--- config.mk ---
export PLATFORM = sky130hd
export DESIGN_NAME = obi_rr_arbiter_flat
export DESIGN_NICKNAME = d
export VERILOG_FILES = /design/src/rtl/obi_rr_arbiter_pkg.sv /design/src/rtl/obi_rr_arbiter_if.sv /design/src/rtl/obi_arb_id_fifo.sv /design/src/rtl/obi_rr_arbiter.sv /design/src/flat_wrapper.sv
export SDC_FILE = /design/constraint.sdc
export NUM_CORES = 1
export LEC_CHECK = 0
export CAP_MARGIN = 40
export CORE_AREA = 4 4 159 161
export CTS_CLUSTER_SIZE = 8
export DETAILED_ROUTE_END_ITERATION = 8
export DIE_AREA = 0 0 163 165
export DONT_BUFFER_PORTS = 1
export GPL_TIMING_DRIVEN = 0
export PLACE_DENSITY = 0.3
export SLEW_MARGIN = 40
export SYNTH_ARGS = -nofsm -noshare
export SYNTH_HDL_FRONTEND = slang
export SYNTH_SLANG_ARGS = --single-unit
--- constraint.sdc ---
create_clock -name clk_i -period 4.5 [get_ports clk_i]
set_input_delay 0.9 -clock clk_i [delete_from_list [all_inputs] [get_ports clk_i]]
set_output_delay 0.9 -clock clk_i [all_outputs]
set_load 0.03 [all_outputs]
--- src/rtl/obi_rr_arbiter_pkg.sv ---
// Shared types and helpers for the round-robin OBI arbiter.
// Holds the OBI request/response structs, the ID-width helper, the default
// outstanding-transaction depth and the lock state encoding.
package obi_rr_arbiter_pkg;

    // Number of cores; the arbiter is sized for the cores plus one external master.
    localparam int NHARTS = 2;

    // Default depth of the in-order ID FIFO.
    localparam int DEFAULT_MAX_OUTSTANDING = 2;

    // Width needed to hold a master index; never narrower than one bit.
    function automatic int id_width(input int n_masters);
        return (n_masters > 1) ? $clog2(n_masters) : 1;
    endfunction

    localparam int ARB_ID_W = id_width(NHARTS + 1);

    typedef logic [ARB_ID_W-1:0] arb_id_t;

    // OBI address-phase request.
    typedef struct packed {
        logic        req;
        logic        we;
        logic [3:0]  be;
        logic [31:0] addr;
        logic [31:0] wdata;
    } obi_req_t;

    // OBI grant and response phase.
    typedef struct packed {
        logic        gnt;
        logic        rvalid;
        logic [31:0] rdata;
    } obi_resp_t;

    // Address-phase lock: held while the slave stalls the current winner.
    typedef enum logic {
        LOCK_IDLE = 1'b0,
        LOCK_HELD = 1'b1
    } lock_state_t;

endpackage

--- src/rtl/obi_rr_arbiter_if.sv ---
// Bus bundle around the arbiter: all master request/response links plus the
// single shared slave link. The "slave" modport is the arbiter's view; the
// "master" modport is the view of whatever drives the masters and models the
// slave (the surrounding bus system or a testbench).
interface obi_rr_arbiter_if
    import obi_rr_arbiter_pkg::*;
#(
    parameter int N_MASTERS = 3
);

    obi_req_t  [N_MASTERS-1:0] master_req_i;
    obi_resp_t [N_MASTERS-1:0] master_resp_o;
    obi_req_t                  slave_req_o;
    obi_resp_t                 slave_resp_i;

    modport master (
        output master_req_i,
        output slave_resp_i,
        input  master_resp_o,
        input  slave_req_o
    );

    modport slave (
        input  master_req_i,
        input  slave_resp_i,
        output master_resp_o,
        output slave_req_o
    );

endinterface

--- src/rtl/obi_arb_id_fifo.sv ---
// Circular FIFO of master IDs, one entry per accepted-but-unanswered
// transaction. Depth need not be a power of two: pointers wrap explicitly.
// Pushes while full and pops while empty are ignored.
module obi_arb_id_fifo #(
    parameter int DEPTH = 2,
    parameter int ID_W  = 2
) (
    input  logic                           clk_i,
    input  logic                           rst_i,
    input  logic                           push_i,
    input  logic [ID_W-1:0]                push_id_i,
    input  logic                           pop_i,
    output logic [ID_W-1:0]                head_o,
    output logic                           full_o,
    output logic                           empty_o,
    output logic [$clog2(DEPTH+1)-1:0]     count_o
);

    localparam int PTR_W = (DEPTH > 1) ? $clog2(DEPTH) : 1;
    localparam int CNT_W = $clog2(DEPTH + 1);

    logic [ID_W-1:0]  r_mem [DEPTH];
    logic [PTR_W-1:0] r_wr_ptr;
    logic [PTR_W-1:0] r_rd_ptr;
    logic [CNT_W-1:0] r_count;
    logic             w_do_push;
    logic             w_do_pop;

    function automatic logic [PTR_W-1:0] next_ptr(input logic [PTR_W-1:0] ptr);
        return (ptr == PTR_W'(DEPTH - 1)) ? '0 : ptr + 1'b1;
    endfunction

    assign full_o    = (r_count == CNT_W'(DEPTH));
    assign empty_o   = (r_count == '0);
    assign count_o   = r_count;
    assign head_o    = r_mem[r_rd_ptr];
    assign w_do_push = push_i && !full_o;
    assign w_do_pop  = pop_i && !empty_o;

    // Store the pushed ID at the write pointer.
    // NOTE: storage is deliberately not reset; the occupancy counter decides which entries are valid.
    always_ff @(posedge clk_i) begin
        if (w_do_push) begin
            r_mem[r_wr_ptr] <= push_id_i;
        end
    end

    // Advance pointers and track occupancy; a simultaneous push and pop leaves it unchanged.
    // NOTE: sequential state uses non-blocking assignments so every register samples pre-edge values.
    always_ff @(posedge clk_i or posedge rst_i) begin
        if (rst_i) begin
            r_wr_ptr <= '0;
            r_rd_ptr <= '0;
            r_count  <= '0;
        end else begin
            if (w_do_push) begin
                r_wr_ptr <= next_ptr(r_wr_ptr);
            end
            if (w_do_pop) begin
                r_rd_ptr <= next_ptr(r_rd_ptr);
            end
            if (w_do_push && !w_do_pop) begin
                r_count <= r_count + 1'b1;
            end else if (w_do_pop && !w_do_push) begin
                r_count <= r_count - 1'b1;
            end
        end
    end

endmodule

--- src/rtl/obi_rr_arbiter.sv ---
// N-to-1 OBI arbiter. Round-robin selection on the address phase, with a
// lock that keeps a stalled winner selected until its grant. Every accepted
// transaction's master ID is queued in order so each response is routed back
// to the master that issued it. Grant and response are zero-latency paths.
module obi_rr_arbiter
    import obi_rr_arbiter_pkg::*;
#(
    parameter int N_MASTERS       = 3,
    parameter int MAX_OUTSTANDING = DEFAULT_MAX_OUTSTANDING
) (
    input  logic             clk_i,
    input  logic             rst_i,
    obi_rr_arbiter_if.slave  bus,
    output logic             busy_o,
    output logic             err_o
);

    localparam int ID_W  = id_width(N_MASTERS);
    localparam int CNT_W = $clog2(MAX_OUTSTANDING + 1);

    logic [ID_W-1:0]  r_rr_ptr;
    logic [ID_W-1:0]  r_lock_id;
    lock_state_t      r_lock_state;
    logic             r_err;

    logic [ID_W-1:0]  w_lock_id_nxt;
    lock_state_t      w_lock_state_nxt;
    logic [ID_W-1:0]  w_winner;
    logic             w_found;
    logic             w_hs;
    logic             w_pop;
    logic             w_full;
    logic             w_empty;
    logic [ID_W-1:0]  w_head;
    logic [CNT_W-1:0] w_count;

    // Pick the winner: a locked master that still requests, else the first requester from the pointer upward.
    // NOTE: every signal gets a default before any branch so no latch is inferred.
    always_comb begin
        w_found  = 1'b0;
        w_winner = '0;
        if (r_lock_state == LOCK_HELD && bus.master_req_i[r_lock_id].req) begin
            w_found  = 1'b1;
            w_winner = r_lock_id;
        end else begin
            // Scanning downward lets the last hit be the one closest to the pointer.
            for (int i = N_MASTERS - 1; i >= 0; i--) begin
                if (bus.master_req_i[(int'(r_rr_ptr) + i) % N_MASTERS].req) begin
                    w_found  = 1'b1;
                    w_winner = ID_W'((int'(r_rr_ptr) + i) % N_MASTERS);
                end
            end
        end
    end

    // Forward the winner's request; a full ID FIFO or reset blocks the request.
    always_comb begin
        bus.slave_req_o = '0;
        if (w_found && !rst_i) begin
            bus.slave_req_o     = bus.master_req_i[w_winner];
            bus.slave_req_o.req = !w_full;
        end
    end

    assign w_hs  = bus.slave_req_o.req && bus.slave_resp_i.gnt;
    assign w_pop = bus.slave_resp_i.rvalid && !w_empty;

    // Route the grant to the winner and the response to the oldest outstanding master.
    always_comb begin
        bus.master_resp_o = '0;
        if (w_hs) begin
            bus.master_resp_o[w_winner].gnt = 1'b1;
        end
        if (w_pop) begin
            bus.master_resp_o[w_head].rvalid = 1'b1;
            bus.master_resp_o[w_head].rdata  = bus.slave_resp_i.rdata;
        end
    end

    // In-order record of which master owns each outstanding transaction.
    obi_arb_id_fifo #(
        .DEPTH (MAX_OUTSTANDING),
        .ID_W  (ID_W)
    ) u_id_fifo (
        .clk_i     (clk_i),
        .rst_i     (rst_i),
        .push_i    (w_hs),
        .push_id_i (w_winner),
        .pop_i     (w_pop),
        .head_o    (w_head),
        .full_o    (w_full),
        .empty_o   (w_empty),
        .count_o   (w_count)
    );

    // Move the round-robin pointer past the master that just completed its address phase.
    always_ff @(posedge clk_i or posedge rst_i) begin
        if (rst_i) begin
            r_rr_ptr <= '0;
        end else if (w_hs) begin
            r_rr_ptr <= (w_winner == ID_W'(N_MASTERS - 1)) ? '0 : w_winner + 1'b1;
        end
    end

    // Lock state register.
    always_ff @(posedge clk_i or posedge rst_i) begin
        if (rst_i) begin
            r_lock_state <= LOCK_IDLE;
            r_lock_id    <= '0;
        end else begin
            r_lock_state <= w_lock_state_nxt;
            r_lock_id    <= w_lock_id_nxt;
        end
    end

    // Hold the lock only while the slave is stalling an offered request; a handshake, a
    // full-FIFO block or a dropped request all release it.
    always_comb begin
        w_lock_state_nxt = LOCK_IDLE;
        w_lock_id_nxt    = r_lock_id;
        if (bus.slave_req_o.req && !bus.slave_resp_i.gnt) begin
            w_lock_state_nxt = LOCK_HELD;
            w_lock_id_nxt    = w_winner;
        end
    end

    // Sticky flag for a response that arrives with nothing outstanding.
    always_ff @(posedge clk_i or posedge rst_i) begin
        if (rst_i) begin
            r_err <= 1'b0;
        end else if (bus.slave_resp_i.rvalid && w_empty) begin
            r_err <= 1'b1;
        end
    end

    assign busy_o = (w_count != '0);
    assign err_o  = r_err;

endmodule

--- src/flat_wrapper.sv ---
// flat-port wrapper written by rule: the top's interface ports become plain ports
module obi_rr_arbiter_flat import obi_rr_arbiter_pkg::*;
#(
    parameter int N_MASTERS       = 3,
    parameter int MAX_OUTSTANDING = DEFAULT_MAX_OUTSTANDING
)
  (clk_i, rst_i, busy_o, err_o, bus_master_req_i, bus_slave_resp_i, bus_master_resp_o, bus_slave_req_o);
  obi_rr_arbiter_if #(.N_MASTERS(N_MASTERS)) bus_i ();
  input  logic clk_i;
  input  logic rst_i;
  output logic busy_o;
  output logic err_o;
  input wire logic [$bits(bus_i.master_req_i)-1:0] bus_master_req_i;
  input wire logic [$bits(bus_i.slave_resp_i)-1:0] bus_slave_resp_i;
  output wire logic [$bits(bus_i.master_resp_o)-1:0] bus_master_resp_o;
  output wire logic [$bits(bus_i.slave_req_o)-1:0] bus_slave_req_o;
  assign bus_i.master_req_i = bus_master_req_i;
  assign bus_i.slave_resp_i = bus_slave_resp_i;
  assign bus_master_resp_o = bus_i.master_resp_o;
  assign bus_slave_req_o = bus_i.slave_req_o;
  obi_rr_arbiter #(.N_MASTERS(N_MASTERS), .MAX_OUTSTANDING(MAX_OUTSTANDING)) u_core (.clk_i(clk_i), .rst_i(rst_i), .bus(bus_i), .busy_o(busy_o), .err_o(err_o));
endmodule
### Yosys cells after proc, flatten, opt, wreduce, memory -nomap -nowiden

Memory sizes are Yosys's and may differ from the RTL's.
Index checks and enable logic that the tools add are counted.
W data, S select, Z words.

* logic and storage cells: 89
* input port bits: 246
* memory bits (writable): 4
* memories kept: 1
* ROM bits: 0
* latch bits: 0
* flip-flop bits (word level): 10

* bitwise logic cells: 0
* multiply operators: 0
* muxes and demuxes: 40
* divide/modulo/power cells: 3
* equality and inequality tests: 2
* order comparisons: 8
* shift-type cells: 0
* $add $sub $neg: 7
* reduce and logical (&&, ||, !) cells: 21

Memories
* u_core.u_id_fifo.r_mem: words 2, width 2, read ports 1, clocked after memory_dff 0, write ports 1, line obi_arb_id_fifo.sv:22 `logic [ID_W-1:0] r_mem [DEPTH];`

Operators with widths (count)
* $bmux W70 S2: 5
* $mux W70: 8
* $bwmux W102: 2
* $demux W34 S2: 3
* $mux W102: 2
* $lt A32 B4 Y1 const B: 3
* $mux W69: 1
* $mod A32 B3 Y32 const B: 2
* $mux W34: 1
* $mux W33: 1
* $mod A3 B3 Y32 const B: 1
* $mux W32: 1
* $mux W2: 7
* $logic_and A1 B1 Y1: 12
* $lt A2 B3 Y1 const B: 3
* $mux W1: 9
* $logic_not A1 Y1: 6
* $add A2 B1 Y2 const B: 2
* $eq A2 B2 Y1 const B: 2
* $ge A2 B1 Y1 const B: 2
* $reduce_bool A2 Y1: 2
* $add A2 B1 Y3 const B: 1
* $add A2 B2 Y3 const B: 1
* $add A1 B1 Y1 const B: 2
* 2 further kinds: 2

### Logic depth before layout (Yosys ltp)

Gate-level depths: netlist of the first run.

* depth after elaboration: 18
* mapped depth: 11
* gate-level depth less buffers: 10

### Cells and area by module

Synthesis of the first run repeated with hierarchy kept, for this count alone.

* cell total of the unflattened synthesis: 528
* area total of the unflattened synthesis: 3732.3 um^2

Modules (own cells, without submodules)
* obi_rr_arbiter: sequential area each 150.1 um^2, instances 1, area an instance 3389.5 um^2, cells an instance 502
* obi_arb_id_fifo: sequential area each 220.2 um^2, instances 1, area an instance 342.8 um^2, cells an instance 26

### Worst setup path after synthesis of the first run

OpenSTA, ideal clock, no wires.

* path kind: input -> output
* start point: input bus_master_req_i[209]
* end point: output bus_slave_req_o[59]
* buffers on the path: 3
* data required time: 3.600 ns
* data arrival time: 2.711 ns
* path slack: 0.889 ns
* stages: 8
* cell sequence: buf_2 > mux2i_1 > o221ai_1 > a211oi_2 > buf_6 > clkbuf_1 > o21ai_0 > a31oi_1

* word-level cells in the longest chain between the ends: 10
* elaborated cells on any way between the ends: 24
* classes of those cells: mux: 22; reduce/logical: 2

RTL lines
* start, declared: line flat_wrapper.sv:13 `input wire logic [$bits(bus_i.master_req_i)-1:0] bus_master_req_i;`
* $bmux W70 S2: line obi_rr_arbiter.sv:48 `if (bus.master_req_i[(int'(r_rr_ptr) + i) % N_MASTERS].req) begin`
* $mux W70 (implied by the code) (2 in a row): line obi_rr_arbiter.sv:48
* $mux W2 (3 in a row): line obi_rr_arbiter.sv:48
* $mux W2: line obi_rr_arbiter.sv:42 `if (r_lock_state == LOCK_HELD && bus.master_req_i[r_lock_id].req) begin`
* $bmux W70 S2: line obi_rr_arbiter.sv:60 `bus.slave_req_o = bus.master_req_i[w_winner];`
* $mux W69 (implied by the code): line obi_rr_arbiter.sv:60
* $mux W70 *: line obi_rr_arbiter.sv:59 `if (w_found && !rst_i) begin`
* end, declared: line flat_wrapper.sv:16 `output wire logic [$bits(bus_i.slave_req_o)-1:0] bus_slave_req_o;`

Mark *: on every way between the ends. The rest lies on a longest branch, timed or not. The select of a mux whose other input is x is not followed.

### Final worst setup path of the first run

* start point: register u_core.r_rr_ptr[0]
* end point: output bus_slave_req_o[0]

* word-level cells in the longest chain between the ends: 12
* elaborated cells on any way between the ends: 26
* classes of those cells: add/sub: 2; div: 3; mux: 20; reduce/logical: 1

RTL lines
* start, declared: line obi_rr_arbiter.sv:21 `logic [ID_W-1:0] r_rr_ptr;`
* start signal, assigned: line obi_rr_arbiter.sv:101 `r_rr_ptr <= (w_winner == ID_W'(N_MASTERS - 1)) ? '0 : w_winner + 1'b1;`
* $add A2 B2 Y3: line obi_rr_arbiter.sv:48, obi_rr_arbiter.sv:50
* $mod A32 B3 Y32: line obi_rr_arbiter.sv:48, obi_rr_arbiter.sv:50
* $bmux W70 S2: line obi_rr_arbiter.sv:48
* $mux W70 (implied by the code) (2 in a row): line obi_rr_arbiter.sv:48
* $mux W2 (3 in a row): line obi_rr_arbiter.sv:48
* $mux W2: line obi_rr_arbiter.sv:42
* $bmux W70 S2: line obi_rr_arbiter.sv:60
* $mux W69 (implied by the code): line obi_rr_arbiter.sv:60
* $mux W70 *: line obi_rr_arbiter.sv:59

Marked as above.

==> results of run 1 <==
## cells in the final DEF (no fill, tap or decap), types with 2 or more instances in the layout
cell	netlist	final
sky130_fd_sc_hd__clkbuf_1	50	50
sky130_fd_sc_hd__nand3_1	2	2
sky130_fd_sc_hd__edfxtp_1	4	4
sky130_fd_sc_hd__a211oi_1	2	2
sky130_fd_sc_hd__o21ai_1	7	7
sky130_fd_sc_hd__ha_1	3	3
sky130_fd_sc_hd__xor2_1	3	3
sky130_fd_sc_hd__buf_2	5	5
sky130_fd_sc_hd__a21o_1	3	3
sky130_fd_sc_hd__and3b_1	2	2
sky130_fd_sc_hd__inv_1	8	8
sky130_fd_sc_hd__nand2_1	73	73
sky130_fd_sc_hd__clkbuf_16	0	3
sky130_fd_sc_hd__dfrtp_1	10	10
sky130_fd_sc_hd__mux2i_1	2	2
sky130_fd_sc_hd__nand2b_1	3	3
sky130_fd_sc_hd__a31oi_1	69	40
sky130_fd_sc_hd__xnor2_1	2	2
sky130_fd_sc_hd__nor2_1	13	13
sky130_fd_sc_hd__nor3b_1	2	2
sky130_fd_sc_hd__buf_6	2	2
sky130_fd_sc_hd__o21ai_0	136	136
sky130_fd_sc_hd__a21oi_1	3	2
sky130_fd_sc_hd__mux2_2	4	4
sky130_fd_sc_hd__a2111oi_4	2	2
sky130_fd_sc_hd__and2_1	101	101
sky130_fd_sc_hd__a31oi_2	0	29
sky130_fd_sc_hd__nor2b_1	4	4
## area by class of cell
type	count	area, um2	area share
Sequential cell	14	370	0.0951
Tap cell	324	405	0.104
Multi-Input combinational cell	449	2750	0.707
Clock buffer	4	88.8	0.0228
Buffer	59	246	0.0633
Inverter	8	30.0	0.00771
## worst max-delay path, cell delays in order, from the launching register on
cell and delay (ps):
sky130_fd_sc_hd__dfrtp_1 370, sky130_fd_sc_hd__inv_1 50, sky130_fd_sc_hd__ha_1 260, sky130_fd_sc_hd__clkbuf_1 290, sky130_fd_sc_hd__nand3_1 160, sky130_fd_sc_hd__o21ai_0 110
sky130_fd_sc_hd__o41a_1 150, sky130_fd_sc_hd__buf_2 240, sky130_fd_sc_hd__clkbuf_1 550, sky130_fd_sc_hd__nand2_1 130, sky130_fd_sc_hd__a31oi_1 770
## what timing repair did
action / in CTS / in global routing
setup endpoints to repair: 0 / 7
endpoints found under the hold margin: 0 / 0
buffers inserted: 0 / 0
gates resized for setup: 0 / 7
## metal layers
| layer | up-vias | wire length [um] |
|---|---|---|
| met5 | - | 41 |
| li1 | 1882 | - |
| met4 | 6 | 1060 |
| met2 | 329 | 11300 |
| met1 | 1951 | 7200 |
| met3 | 50 | 1800 |
## where the power goes
group	internal, uW	leakage (uW)	switching [uW]	total (uW)
combinational	530	0.000994	1930	2460
clock	135	0.0000442	51.0	186
sequential	181	0.000156	40.3	222
## logic make-up (layout without fill, tap and decap cells)
logic type               after synthesis  count (layout)  synth area share
flip-flops                            14              14             0.115
buffers and inverters                 67              71            0.0862
multiplexers                           6               6            0.0203
XOR/XNOR                               5               5            0.0137
AO/OA/AOI/OAI                        230             230             0.417
adder cells (fa/ha/maj)                3               3            0.0117
AND/OR/NAND/NOR                      205             205             0.335
## synthesized netlist by cell type (2+ instances only)
library cell	count
sky130_fd_sc_hd__o21ai_0	136
sky130_fd_sc_hd__buf_2	5
sky130_fd_sc_hd__buf_6	2
sky130_fd_sc_hd__edfxtp_1	4
sky130_fd_sc_hd__nor2_1	13
sky130_fd_sc_hd__inv_1	8
sky130_fd_sc_hd__a2111oi_4	2
sky130_fd_sc_hd__mux2_2	4
sky130_fd_sc_hd__ha_1	3
sky130_fd_sc_hd__nand2b_1	3
sky130_fd_sc_hd__a21o_1	3
sky130_fd_sc_hd__and2_1	101
sky130_fd_sc_hd__o21ai_1	7
sky130_fd_sc_hd__nor2b_1	4
sky130_fd_sc_hd__xnor2_1	2
sky130_fd_sc_hd__mux2i_1	2
sky130_fd_sc_hd__clkbuf_1	50
sky130_fd_sc_hd__nand2_1	73
sky130_fd_sc_hd__a21oi_1	3
sky130_fd_sc_hd__a31oi_1	69
sky130_fd_sc_hd__dfrtp_1	10
sky130_fd_sc_hd__nand3_1	2
sky130_fd_sc_hd__a211oi_1	2
sky130_fd_sc_hd__nor3b_1	2
sky130_fd_sc_hd__xor2_1	3
sky130_fd_sc_hd__and3b_1	2
## worst paths after layout
check	from	end	cells after the start
setup / recovery	u_core.r_rr_ptr[0]	bus_slave_req_o[0]	10
hold / removal	u_core.u_id_fifo.count_o[1]	u_core.u_id_fifo.count_o[1]	1
setup reg to reg	u_core.r_rr_ptr[0]	u_core.u_id_fifo.count_o[1]	11
hold reg to reg	u_core.u_id_fifo.count_o[1]	u_core.u_id_fifo.count_o[1]	1
max in group asynchronous	rst_i	u_core.u_id_fifo.r_wr_ptr	1
min in group asynchronous	rst_i	u_core.r_lock_id[1]	1
## flip-flops by register name, indices dropped and copies added (netlist names)
signal                     count
u_core.u_id_fifo.r_mem         4
u_core.r_lock_id               2
u_core.r_rr_ptr                2
u_core.u_id_fifo.count_o       2
u_core.err_o                   1
u_core.r_lock_state            1
u_core.u_id_fifo.r_rd_ptr      1
u_core.u_id_fifo.r_wr_ptr      1
## per-stage QoR
stage               TNS, ps  instances  worst slack (ps)  hold slack, ps  power [uW]
detailed placement        0        854               208             481        2700
global placement      -22.7        854             -8.25             484        2630
finish                    0        858               242             492        2870
global route              0        858              15.3             523        3070
floorplan                 0        530               889             455        2050
CTS                       0        858               137             490        2890
==> impl_metrics.tcl, run 1 <==
set metrics [dict create \
    outcome "finished clean" \
    postSynthCellCount 530 \
    drt-pass1-iter-count 5 \
    clock_latency_on_the_worst_skew_pair_ps 240 \
    dr_total_vias 4218 \
    cts.clk_slew.worst_paths_ps 50 \
    antenna_left 0 \
    busiest_layer "met2" \
    grt_max_degree 11 \
    tritoncts.num_buffers 3 \
    pwr_density_cell_nw_per_um2 737 \
    syn-cell-area_um2 3210 \
    period_needed_ps 4260 \
    design_area_um2 3890 \
    grt_pass1_wl_um 28500 \
    avgRoutedWirePerCell_um 24.9 \
    dieHeight_um 165 \
    yosys_warnings 0 \
    synthToLayoutAreaGrowth_pct 21.4 \
    overall_routed_net_length_um 21400 \
    post_detailed_placement_cell_area_um2 3760 \
    gp_congestion 0.835 \
    effective_utilization_at_floorplan 0.134 \
    hold_class "register to register" \
    core_region_area_um2 24000 \
    finalCritPeriodShare 0.946 \
    yosysSeqAreaShare 0.115 \
    ctsLongestPathBuffers 2 \
    max_slew_violations 0 \
    grtUsageMet2 0.272 \
    core.rowCount 57 \
    boundaryPins 420 \
    synth_cell_type_count 41 \
    tritoncts "yes" \
    worst_slew_pin_tran_ps 916 \
    die_width_um 163 \
    buffer_ports.inserted 0 \
    clkSinkCount 14 \
    clock_tree.htree_level_count 1 \
    crit_path_start_kind "register" \
    floorplan.die_area_um2 26900 \
    setup_violations 0 \
    slew_headroom 0.387 \
    post_synth_edffs 4 \
    synthesis.nets 779 \
    final_clock_skew_ps 5.09 \
    drive_above_1_share 0.0993 \
    globalRouteMet1Util 0.142 \
    power.ir.vdd_worst_mv 0.204 \
    grtUsageMet3 0.0349 \
    r2r_slack_ps 1760 \
    number_of_nets_in_the_finished_design 784 \
    synth_top_cell_area_share 0.212 \
    maxCapViolations 0 \
    critPathRequiredTime_ps 3600 \
    grt_pass1_vias 4280 \
    crit_type "register to primary output" \
    yosysTopAreaCell "sky130_fd_sc_hd__o21ai_0" \
    final_layout_fill_cell_count 2784 \
    asyncSetResetFlopFracSynth 0.714 \
    insertedDiodeCount 0 \
    drt_iter0_markers 261 \
    postSynthRegisterBits 14 \
    ys.flop_type "sky130_fd_sc_hd__dfrtp_1" \
    antenna_violations_before_repair 4 \
    clockRootBuffer "sky130_fd_sc_hd__clkbuf_16" \
    track_usage 0.141 \
    hpwlAfterDp_um 18400 \
    crit_path_max_fanout 10 \
    total_leakage_power_uw 0.00119 \
    timing.fmax_mhz 235 \
    postSynthAreaPerCell_um2 6.05 \
    timing.critical_path.arrival_ps 3360 \
    post_drt_via_cell_ratio 4.92 \
    synth_area_leaders "sky130_fd_sc_hd__o21ai_0 21%, sky130_fd_sc_hd__and2_1 20%, sky130_fd_sc_hd__a31oi_1 13%" \
    timing.critical_path.to_type "primary output" \
    finish.utilization 0.162 \
    global_route.overflow_total 0 \
    route.detailed.drc 0 \
    hold_viol 0 \
    grt_setup_unrepaired "false" \
    postCtsHoldBufs 0 \
]
Power figures use the tool's default switching activity.
==> run 2, diff against run 1 <==
--- a/config.mk
+++ b/config.mk
@@ -12,7 +12,7 @@
 export DIE_AREA = 0 0 163 165
 export DONT_BUFFER_PORTS = 1
 export GPL_TIMING_DRIVEN = 0
-export PLACE_DENSITY = 0.3
+export PLACE_DENSITY = 0.32
 export SLEW_MARGIN = 40
 export SYNTH_ARGS = -nofsm -noshare
 export SYNTH_HDL_FRONTEND = slang
==> impl_metrics.tcl, run 2 (synthesized netlist as in run 1, its figures left out) <==
set metrics [dict create \
    outcome "finished clean" \
    effective_utilization_at_floorplan 0.134 \
    grt_setup_unrepaired "false" \
    pwr_density_cell_nw_per_um2 735 \
    antenna_violations_before_repair 4 \
    crit_path_start_kind "input pin" \
    hold_class "register to register" \
    critPathRequiredTime_ps 3600 \
    worst_slew_pin_tran_ps 890 \
    design_area_um2 3910 \
    dieHeight_um 165 \
    dp_slack_ps 20.7 \
    drt_iter0_markers 205 \
    r2r_slack_ps 1790 \
    layout.cells.most_common "sky130_fd_sc_hd__o21ai_0" \
    crit_start "bus_master_req_i[209]" \
    gp_congestion 0.873 \
    layout.area.seq_um2 370 \
    reg2reg_from "u_core.r_rr_ptr[0]" \
    busiest_layer "met2" \
    hp-start "u_core.u_id_fifo.r_wr_ptr" \
    largest_register_ffs 4 \
    timing.critical_path.to_type "primary output" \
    floorplan.die_area_um2 26900 \
    crit_path_max_fanout 10 \
    worst_slack_ps 231 \
    number_of_nets_in_the_finished_design 785 \
    grt_pass1_wl_um 27900 \
    globalRouteMet1Util 0.148 \
    cts.clk_slew.worst_paths_ps 50 \
    post_detailed_placement_cell_area_um2 3740 \
    grt_max_degree 11 \
    dr_total_vias 4255 \
    max_slew_violations 0 \
    post-cts-setup-buffers 0 \
    synthToLayoutAreaGrowth_pct 21.9 \
    final_layout_fill_cell_count 2800 \
    total_leakage_power_uw 0.00119 \
    crit-reg2reg-capture "u_core.u_id_fifo.count_o[1]" \
    drive_above_1_share 0.105 \
    timing.critical_path.arrival_ps 3370 \
    hold_viol 0 \
    die_width_um 163 \
    top_register "u_core.u_id_fifo.r_mem" \
    global_route.overflow_total 0 \
    grtUsageMet3 0.0307 \
    setup_violations 0 \
    clockRootBuffer "sky130_fd_sc_hd__clkbuf_16" \
    ff2ff_path_depth 11 \
    timing.fmax_mhz 234 \
    power.ir.vdd_worst_mv 0.237 \
    maxCapViolations 0 \
    route.detailed.drc 0 \
    finish.utilization 0.163 \
    core.rowCount 57 \
    core_region_area_um2 24000 \
    period_needed_ps 4270 \
    critPathTopFamily "compound AO/OA/AOI/OAI gates" \
    ctsLongestPathBuffers 2 \
    boundaryPins 420 \
    slew_headroom 0.404 \
    crit_buf_inv 3 \
    crit_path_max_incr_delay_ps 620 \
    crit_type "input pin to primary output" \
    track_usage 0.139 \
    grtUsageMet2 0.266 \
    worstPathCellList "buf_2, mux2i_1, o221ai_1, a211oi_4, buf_6, clkbuf_1, o21ai_0, a31oi_1" \
    multi_input_area_um2 2770 \
    finalCritPeriodShare 0.949 \
    antenna_left 0 \
    crit_path_top_delay_cell "sky130_fd_sc_hd__a31oi_1" \
    clkSinkCount 14 \
    final_clock_skew_ps 1.57 \
    grt_pass1_vias 4210 \
    clock_tree.htree_level_count 1 \
    drt-pass1-iter-count 5 \
    tritoncts "yes" \
    final_cell_mix "136 x sky130_fd_sc_hd__o21ai_0, 101 x sky130_fd_sc_hd__and2_1, 73 x sky130_fd_sc_hd__nand2_1, 50 x sky130_fd_sc_hd__clkbuf_1, 38 x sky130_fd_sc_hd__a31oi_1" \
    hpwlAfterDp_um 17900 \
    overall_routed_net_length_um 21000 \
    buffer_ports.inserted 0 \
    min_delay_path_depth 1 \
    avgRoutedWirePerCell_um 24.4 \
    total_power_uw 2870 \
    min_to "u_core.u_id_fifo.r_wr_ptr" \
    clock_latency_on_the_worst_skew_pair_ps 240 \
    tritoncts.num_buffers 3 \
    post_drt_via_cell_ratio 4.95 \
]
## run 2: cell count changes in the layout (fill, tap and decap cells not counted), sizes merged
cell and delta:
buf +1, clkbuf -1, clkinv +1, diode +1
## run 2: worst reg2reg max path, delay by kind of cell, from the launching register on
family,cells,cell delay [ps]
AO/OA/AOI/OAI,3,890
XOR/XNOR,2,290
adder cells (fa/ha/maj),2,530
buffers and inverters,2,330
flip-flops,1,370
AND/OR/NAND/NOR,2,180
## run 2: metrics by stage
stage               cells  TNS [ps]  hold slack, ps
global placement      854     -45.1             482
CTS                   858         0             485
finish                860         0             482
floorplan             530         0             455
global route          860         0             505
detailed placement    854         0             475
## run 2: timing repair
action	in CTS	in global routing
hold buffers	0	0
setup endpoints to repair	0	14
resized for setup	0	6
hold endpoints to repair	0	0
## run 2: layout make-up
| type | count | share of cell area |
|---|---|---|
| inverter | 8 | 0.00768 |
| antenna | 1 | 0.000640 |
| clock inverter | 1 | 0.000960 |
| timing repair buffer | 1 | 0.00192 |
| clock buffer | 3 | 0.0192 |
| tap | 324 | 0.104 |
| multi-input combinational | 449 | 0.708 |
| buffer | 59 | 0.0631 |
| sequential | 14 | 0.0948 |
## run 2: worst max path at each step
stage,to,slack (ps),depth (start not counted)
floorplan,bus_slave_req_o[59],890,8
global placement,bus_slave_req_o[62],-20,8
detailed placement,bus_slave_req_o[62],20,8
CTS,bus_slave_req_o[62],20,8
global route,bus_slave_req_o[68],0.3,9
finish,bus_slave_req_o[68],230,8
## run 2: per-layer routing
metal  wire length (um)  up-vias
li1                   -     1888
met3               1630       38
met5                 41        -
met4                720        6
met1               7460     2021
met2              11100      302
## run 2: where the power goes
part           internal (uW)  total [uW]  switching (uW)
Combinational            537        2490            1950
Clock                    117         167            49.5
Sequential               181         220            38.7
==> run 3, diff against run 2 <==
--- a/config.mk
+++ b/config.mk
@@ -7,12 +7,13 @@
 export LEC_CHECK = 0
 export CAP_MARGIN = 40
 export CORE_AREA = 4 4 159 161
+export CTS_CLUSTER_DIAMETER = 30
 export CTS_CLUSTER_SIZE = 8
 export DETAILED_ROUTE_END_ITERATION = 8
 export DIE_AREA = 0 0 163 165
 export DONT_BUFFER_PORTS = 1
 export GPL_TIMING_DRIVEN = 0
-export PLACE_DENSITY = 0.32
+export PLACE_DENSITY = 0.33
 export SLEW_MARGIN = 40
 export SYNTH_ARGS = -nofsm -noshare
 export SYNTH_HDL_FRONTEND = slang
==> constraint.sdc (replaced) <==
create_clock -name clk_i -period 3.7 [get_ports clk_i]
set_input_delay 0.74 -clock clk_i [delete_from_list [all_inputs] [get_ports clk_i]]
set_output_delay 0.74 -clock clk_i [all_outputs]
set_load 0.03 [all_outputs]
==> impl_metrics.tcl, run 3 (synthesized netlist as in run 1, its figures left out) <==
set metrics [dict create \
    outcome "finished clean" \
    hold_class "input pin to async pin" \
    max_slew_violations 0 \
    critPathRequiredTime_ps 2960 \
    post_drt_via_cell_ratio 4.96 \
    power.ir.vdd_worst_mv 0.328 \
    track_usage 0.142 \
    grt_pass1_vias 4234 \
    boundaryPins 420 \
    final_cell_mix "135 x sky130_fd_sc_hd__o21ai_0, 101 x sky130_fd_sc_hd__and2_1, 73 x sky130_fd_sc_hd__nand2_1, 37 x sky130_fd_sc_hd__a31oi_4, 32 x sky130_fd_sc_hd__a31oi_2" \
    avgRoutedWirePerCell_um 24.8 \
    top_register "u_core.u_id_fifo.r_mem" \
    timing.critical_path.to_type "primary output" \
    synthToLayoutAreaGrowth_pct 41.7 \
    cts.clk_slew.worst_paths_ps 50 \
    overall_routed_net_length_um 21300 \
    crit-reg2reg-capture "u_core.u_id_fifo.count_o[1]" \
    die_width_um 163 \
    clock_tree.htree_level_count 1 \
    total_leakage_power_uw 0.00131 \
    pwr_density_cell_nw_per_um2 876 \
    maxCapViolations 0 \
    post_detailed_placement_cell_area_um2 3730 \
    floorplan.die_area_um2 26900 \
    postCtsHoldBufs 0 \
    tritoncts "yes" \
    hpwlAfterDp_um 18000 \
    drt_iter0_markers 195 \
    grt_max_degree 20 \
    period_needed_ps 3500 \
    reg2reg_from "u_core.r_rr_ptr[0]" \
    drive_above_1_share 0.223 \
    effective_utilization_at_floorplan 0.134 \
    core.rowCount 57 \
    drt-pass1-iter-count 7 \
    crit_path_max_fanout 10 \
    timing.fmax_mhz 286 \
    multi_input_area_um2 3340 \
    layout.area.seq_um2 370 \
    clock_latency_on_the_worst_skew_pair_ps 250 \
    clkSinkCount 14 \
    dr_total_vias 4266 \
    hold_viol 0 \
    route.detailed.drc 0 \
    crit_type "register to primary output" \
    crit_path_start_kind "register" \
    setup_violations 0 \
    buffer_ports.inserted 0 \
    clockRootBuffer "sky130_fd_sc_hd__clkbuf_16" \
    design_area_um2 4540 \
    ff2ff_path_depth 11 \
    timing.critical_path.arrival_ps 2760 \
    final_clock_skew_ps 2.32 \
    slew_headroom 0.549 \
    largest_register_ffs 4 \
    number_of_nets_in_the_finished_design 784 \
    grt_pass1_wl_um 28700 \
    tritoncts.num_buffers 3 \
    core_region_area_um2 24000 \
    worst_slew_pin_tran_ps 676 \
    grt_setup_unrepaired "false" \
    global_route.overflow_total 0 \
    gp_congestion 0.906 \
    layout.cells.most_common "sky130_fd_sc_hd__o21ai_0" \
    antenna_left 0 \
    final_layout_fill_cell_count 2717 \
    finalCritPeriodShare 0.946 \
    ctsLongestPathBuffers 2 \
    antenna_violations_before_repair 5 \
    r2r_slack_ps 1050 \
    dieHeight_um 165 \
    finish.utilization 0.190 \
]
-- run 3: changes by cell type in the layout (fill, tap and decap cells not counted), sizes merged --
cell | previous run | this run
buf | 10 | 14
clkinv | 1 | 0
clkbuf | 53 | 49
diode | 1 | 2
-- run 3: worst max path at each step --
stage                                      from                  end  slack [ps]  cells past startpoint
after CTS                    u_core.r_rr_ptr[0]  bus_slave_req_o[45]         0.4                     10
after detailed placement  bus_master_req_i[209]  bus_slave_req_o[60]        -440                      8
after floorplan           bus_master_req_i[209]  bus_slave_req_o[59]         410                      8
final                        u_core.r_rr_ptr[0]  bus_slave_req_o[38]         200                     10
after global placement    bus_master_req_i[209]  bus_slave_req_o[60]        -500                      8
after global routing         u_core.r_rr_ptr[0]  bus_slave_req_o[69]           8                      9
-- run 3: power by group --
group	leakage (uW)	switching, uW	internal (uW)
logic	0.00111	2590	891
registers	0.000156	50.8	220
clock network	0.0000442	63.7	164
-- run 3: repair_timing --
item,in CTS,in global routing
gates cloned,0,0
endpoints found under the setup margin,71,71
pin swaps,2,12
gates resized for setup,81,50
buffers inserted,1,2
-- run 3: cell type report --
class | instances | area share
timing repair buffer | 3 | 0.00771
inverter | 8 | 0.00661
multi-input combinational | 449 | 0.735
antenna | 2 | 0.00110
sequential | 14 | 0.0815
clock buffer | 4 | 0.0196
tap | 324 | 0.0892
buffer | 56 | 0.0592
-- run 3: metal layers --
| metal | vias up | routed length (um) | global-route usage |
|---|---|---|---|
| li1 | 1885 | - | - |
| met2 | 327 | 11300 | 0.279 |
| met5 | - | 49 | 0 |
| met1 | 2006 | 7130 | 0.143 |
| met4 | 8 | 647 | 0.0377 |
| met3 | 40 | 2170 | 0.0437 |
-- run 3: worst max-delay path, stage by stage (launching register included) --
cell	delay, ps
sky130_fd_sc_hd__dfrtp_1	400
sky130_fd_sc_hd__inv_1	70
sky130_fd_sc_hd__ha_1	150
sky130_fd_sc_hd__buf_6	130
sky130_fd_sc_hd__mux2i_1	230
sky130_fd_sc_hd__o221ai_1	250
sky130_fd_sc_hd__a211oi_4	260
sky130_fd_sc_hd__buf_12	170
sky130_fd_sc_hd__clkbuf_2	200
sky130_fd_sc_hd__o21ai_0	180
sky130_fd_sc_hd__a31oi_2	460
-- run 3: through the flow --
stage / TNS (ps) / std cells / hold slack (ps) / setup slack [ps] / power (uW)
2_1_floorplan: 0 / 530 / 455 / 409 / 2500
3_3_place_gp: -18330 / 854 / 478 / -502 / 3150
4_1_cts: 0 / 858 / 391 / 0.383 / 3820
5_1_grt: 0 / 858 / 410 / 7.95 / 4250
3_5_place_dp: -14190 / 854 / 480 / -444 / 3210
6_report: 0 / 860 / 372 / 199 / 3980
